--- config.mk ---
export PLATFORM = sky130hd
export DESIGN_NAME = road_car_tracker
export DESIGN_NICKNAME = d
export VERILOG_FILES = /design/src/rtl/road_car_tracker.sv
export SDC_FILE = /design/constraint.sdc
export NUM_CORES = 1
export LEC_CHECK = 0
export CORE_MARGIN = 2
export CORE_UTILIZATION = 51
export CTS_CLUSTER_SIZE = 10
export DETAILED_ROUTE_END_ITERATION = 16
export HOLD_SLACK_MARGIN = 0.02
export PLACE_DENSITY_LB_ADDON = 0.05
export SYNTH_ARGS = -nofsm -noshare
export SYNTH_HDL_FRONTEND = slang
export SYNTH_SLANG_ARGS = --single-unit
--- constraint.sdc ---
create_clock -name clk -period 6.5 [get_ports clk]
set_input_delay 1.3 -clock clk [delete_from_list [all_inputs] [get_ports clk]]
set_output_delay 1.3 -clock clk [all_outputs]
set_load 0.05 [all_outputs]
--- src/rtl/road_car_tracker.sv ---
// road_car_tracker
// ----------------
// Game-state owner on the car side of the move-check interface. It keeps the
// scrolling obstacle road, the car lane and the lives/score counters. Each
// game step strobes the move checker, waits a fixed latency for its
// {hit, left, right} verdict, then applies it by moving the car, charging a
// life and scrolling the road.
//
// Ports:
//   clk         system clock
//   reset       synchronous active-high reset
//   tick        game-step request, honoured only while idle
//   newRow      obstacle row entering road row 0, sampled in APPLY
//   moveResult  checker verdict: [2] hit, [1:0] 10=left, 01=right, 00=none
//   checkStep   one-cycle strobe to the checker step input
//   nextRow     road row CAR_ROW-1 (row ahead of the car)
//   headRow     road row CAR_ROW (car head)
//   tailRow     road row CAR_ROW+1 (car tail)
//   position    current car lane (5 = leftmost)
//   lives       remaining lives
//   score       completed steps
//   roadFlat    all rows, row r at bits [6r+5:6r]
//   busy        high while a step is in flight
//   gameOver    high once lives reach zero
module road_car_tracker #(
    parameter int ROWS       = 8,
    parameter int CAR_ROW    = 6,
    parameter int START_POS  = 2,
    parameter int LIVES      = 3,
    parameter int RESULT_LAT = 2,
    parameter int SCORE_W    = 16
) (
    input  logic                 clk,
    input  logic                 reset,
    input  logic                 tick,
    input  logic [5:0]           newRow,
    input  logic [2:0]           moveResult,
    output logic                 checkStep,
    output logic [5:0]           nextRow,
    output logic [5:0]           headRow,
    output logic [5:0]           tailRow,
    output logic [2:0]           position,
    output logic [3:0]           lives,
    output logic [SCORE_W-1:0]   score,
    output logic [6*ROWS-1:0]    roadFlat,
    output logic                 busy,
    output logic                 gameOver
);

    localparam int CNT_W = (RESULT_LAT > 1) ? $clog2(RESULT_LAT + 1) : 1;

    typedef enum logic [2:0] {
        S_IDLE   = 3'd0,
        S_STROBE = 3'd1,
        S_WAIT   = 3'd2,
        S_APPLY  = 3'd3,
        S_OVER   = 3'd4
    } state_t;

    state_t               state_r;
    logic [CNT_W-1:0]     cnt_r;
    logic [5:0]           row_r [ROWS];
    logic [2:0]           position_r;
    logic [3:0]           lives_r;
    logic [SCORE_W-1:0]   score_r;
    logic                 check_step_r;
    logic                 busy_r;
    logic                 game_over_r;

    logic [2:0]           position_next_s;
    logic [3:0]           lives_next_s;

    // Lane after applying the checker's move request; edge lanes clamp.
    always_comb begin
        position_next_s = position_r;
        case (moveResult[1:0])
            2'b10: begin
                if (position_r < 3'd5) begin
                    position_next_s = position_r + 3'd1;
                end else begin
                    position_next_s = position_r;
                end
            end
            2'b01: begin
                if (position_r > 3'd0) begin
                    position_next_s = position_r - 3'd1;
                end else begin
                    position_next_s = position_r;
                end
            end
            default: position_next_s = position_r;
        endcase
    end

    // Lives after a possible hit, saturating at zero.
    always_comb begin
        lives_next_s = lives_r;
        if (moveResult[2] && (lives_r != 4'd0)) begin
            lives_next_s = lives_r - 4'd1;
        end else begin
            lives_next_s = lives_r;
        end
    end

    // Step sequencer and all game state; road and lane only change in APPLY,
    // so the rows seen by the checker stay stable for the whole step.
    always_ff @(posedge clk) begin
        if (reset) begin
            state_r      <= S_IDLE;
            cnt_r        <= '0;
            position_r   <= 3'(START_POS);
            lives_r      <= 4'(LIVES);
            score_r      <= '0;
            check_step_r <= 1'b0;
            busy_r       <= 1'b0;
            game_over_r  <= 1'b0;
            for (int i = 0; i < ROWS; i++) begin
                row_r[i] <= 6'd0;
            end
        end else begin
            case (state_r)
                S_IDLE: begin
                    if (tick) begin
                        state_r      <= S_STROBE;
                        check_step_r <= 1'b1;
                        busy_r       <= 1'b1;
                    end else begin
                        state_r      <= S_IDLE;
                    end
                end
                S_STROBE: begin
                    check_step_r <= 1'b0;
                    cnt_r        <= CNT_W'(RESULT_LAT - 1);
                    // A one-cycle latency has no WAIT cycles at all.
                    if (RESULT_LAT <= 1) begin
                        state_r <= S_APPLY;
                    end else begin
                        state_r <= S_WAIT;
                    end
                end
                S_WAIT: begin
                    cnt_r <= cnt_r - CNT_W'(1);
                    // Leave when the count reaches zero so APPLY lands exactly
                    // RESULT_LAT cycles after the strobe.
                    if (cnt_r <= CNT_W'(1)) begin
                        state_r <= S_APPLY;
                    end else begin
                        state_r <= S_WAIT;
                    end
                end
                S_APPLY: begin
                    position_r <= position_next_s;
                    lives_r    <= lives_next_s;
                    row_r[0]   <= newRow;
                    for (int i = 1; i < ROWS; i++) begin
                        row_r[i] <= row_r[i-1];
                    end
                    busy_r <= 1'b0;
                    if (lives_next_s == 4'd0) begin
                        state_r     <= S_OVER;
                        game_over_r <= 1'b1;
                    end else begin
                        state_r     <= S_IDLE;
                        score_r     <= score_r + SCORE_W'(1);
                    end
                end
                S_OVER: begin
                    state_r     <= S_OVER;
                    game_over_r <= 1'b1;
                end
                default: begin
                    state_r      <= S_IDLE;
                    check_step_r <= 1'b0;
                    busy_r       <= 1'b0;
                end
            endcase
        end
    end

    // Flatten the road for observers; row r occupies bits [6r+5:6r].
    always_comb begin
        roadFlat = {(6*ROWS){1'b0}};
        for (int r = 0; r < ROWS; r++) begin
            roadFlat[6*r +: 6] = row_r[r];
        end
    end

    assign nextRow   = row_r[CAR_ROW-1];
    assign headRow   = row_r[CAR_ROW];
    assign tailRow   = row_r[CAR_ROW+1];
    assign position  = position_r;
    assign lives     = lives_r;
    assign score     = score_r;
    assign checkStep = check_step_r;
    assign busy      = busy_r;
    assign gameOver  = game_over_r;

endmodule

==> reports/results.txt <==
Crit path DAT: 3.65 ns
CTS Buf Count: 9
Max Clock Freq: 261 MHz
Clock slew at reported path FFs: 0.08 ns
Number of global-route vias before repair: 2337
FP Rows: 30
Crit Path Max Fanout: 48
Clock skew: 0.00741 ns
Starting Density: 0.519
Mapped cell area: 3490 um^2
Final Cell Area: 4660 um^2
Count leader, synth: edfxtp_1
Detailed router's first-iteration violation count: 155
Worst setup margin: 2.67 ns
Maximum VDD drop: 0.000142 V
Worst rel slew slack: 0.244
Power, Total: 0.00122 W
CP Class: in2reg
Placer congestion estimate: 0.778
Time the worst path needs with I/O delays and setup: 3.83 ns
Total congestion overflow: 0
Critical path's slowest cell: nand2_2
Mapped Nets: 328
Core area: 6720 um^2
H-tree Lvls: 3
Commonest register cell after synthesis: edfxtp_1
Pin count of the biggest net entering global routing: 49
Vias: 2588
Final hold vios: 0
Pre-CTS setup slack: 2.33 ns
Hold buffer count at cts: 0
Root buf cell: clkbuf_8
DRT Pass-1 Iters: 4
Synth cell types: 46
Seq/Total Area, Yosys: 0.591
Pins Over Slew Limit: 0
FF/Latch Area: 2060 um^2
Max-cap violations: 0
Die ar.: 7520 um^2
WP data required: 6.33 ns
Yosys top cell area share: 0.413
Setup TNS: 0 ns
Area after DPL: 4420 um^2
Fillers: 505
Crit-path cells: clkdlybuf4s50_1, buf_4, inv_1, nand2_2
DP Wirelength: 4570 um
Slew @ Worst Pin: 1.13 ns
Die height: 86.7 um
Post-CTS setup buffers: 0
Post-synth EDFFs: 48
Area Growth Syn to Fin: 33.6%
Total GRT Usage: 0.187
DRT antenna net count: 0
CP peak stage delay: 0.89 ns
Non-Filler Instances: 474
Crit path launch type: primary input
Routed WL per cell: 15.0 um
CTS max path bufs: 2
Top post-synthesis cells by area: edfxtp_1 41%, dfxtp_1 18%, and3_1 6.5%, buf_4 3.9%, a21oi_1 3.4%
Clock sink count: 79
Synth cell count leaders: 48 x edfxtp_1, 36 x and3_1, 31 x dfxtp_1, 24 x a21oi_1, 18 x buf_4
I/O Buffers: 103
HP Class: reg2reg
Leakage Power: 1.79 nW
Post-layout nets: 407
IO Count: 104
Die X: 86.7 um
Ratio of cells with drive above 1 in the final layout: 0.0508
Multi-input logic area: 1170 um^2
DP Cell Count: 458
RSZ-0062 raised after global routing: no
DRT Wirelength: 7110 um
Antenna cells: 0
Post-synth ARST share: 0
Worst-Skew Late Latency: 0.35 ns
Final period util: 0.589
First-pass GRT wire length: 10900 um
Cts repair resizes: 0
Initial antenna violation count: 0
CP Capture Type: flip-flop
Mean Syn Cell Area: 11.3 um^2
Yosys top cell by area: edfxtp_1
Ys Warns: 0
Post-Synthesis Cells: 310
DR vias/cell: 5.46
TritonCTS clock tree: yes
Status: finished clean
Drt drc: 0
Yosys reg bits: 79
Final setup fails: 0
Pwr dens: 261 nW/um^2
-- layer usage --
metal  up-vias  routed length [um]  track usage
met3         5                 389       0.0533
li1       1273                   -            -
met1      1236                3140        0.242
met2        74                3510        0.301
met4         0                  73       0.0639
met5         -                   0            0
-- cells by family after synthesis --
| family | Yosys count | synth area share |
|---|---|---|
| DFF | 79 | 0.591 |
| buffers and inverters | 49 | 0.0746 |
| and+or+nand+nor | 114 | 0.190 |
| adders and majority gates | 6 | 0.0237 |
| muxes | 1 | 0.00287 |
| AOI/OAI and AO/OA | 55 | 0.103 |
| xor gates and xnor gates | 6 | 0.0151 |
-- stage by stage --
step           hold WS, ns  utilization
5_1_grt              0.500        0.694
6_report             0.485        0.694
4_1_cts              0.488        0.694
2_1_floorplan        0.476            -
3_5_place_dp         0.476        0.658
3_3_place_gp         0.469        0.658
-- critical path, delay by kind of cell --
family,cells,cell delay [ns]
buffers and inverters,3,1.41
AND/OR/NAND/NOR,1,0.89
-- layout make-up --
cell class / count / share of cell area
clock buffers: 9 / 0.0266
clock inverters: 7 / 0.0255
inverters: 13 / 0.0105
multi-input cells: 182 / 0.251
flip-flops and latches: 79 / 0.442
well taps: 80 / 0.0215
repair buffers: 104 / 0.223
-- cells in the final DEF (no fill, tap or decap), types with 2 or more instances in the layout --
cell type / n
clkdlybuf4s50_1: 103
edfxtp_1: 48
and3_1: 36
dfxtp_1: 31
a21oi_1: 24
inv_1: 13
nor2b_1: 13
nand2_1: 11
nor2_1: 11
nand3_1: 9
clkbuf_8: 9
or3_1: 8
o21ai_0: 8
o31ai_1: 6
or4_1: 6
nor3_1: 5
ha_1: 5
nand3b_1: 3
xor2_1: 3
nand4_1: 3
xnor2_1: 3
bufinv_16: 3
a21o_1: 2
o211ai_1: 2
o41ai_1: 2
o21a_1: 2
a211oi_1: 2
inv_6: 2
-- state kept, by name, indices dropped and copies added, names as in the netlist --
name,cells
row_r,48
score,16
lives,4
position,3
state_r,3
cnt_r,2
busy,1
checkStep,1
gameOver,1
-- worst paths after layout --
check,cells after the start,to,slack [ns],startpoint
hold reg to reg,2,checkStep,0.48,checkStep
setup reg to reg,7,score[7],4.03,lives[0]
hold / removal,2,checkStep,0.48,checkStep
setup / recovery,4,row_r[1][16],2.67,reset
-- where the power goes --
part | leakage [nW] | internal (W) | total [W] | switching [W]
Combinational | 0.925 | 0.0000640 | 0.000204 | 0.000140
Sequential | 0.748 | 0.000556 | 0.000572 | 0.0000165
Clock | 0.118 | 0.000256 | 0.000440 | 0.000184
Power figures use the tool's default switching activity.
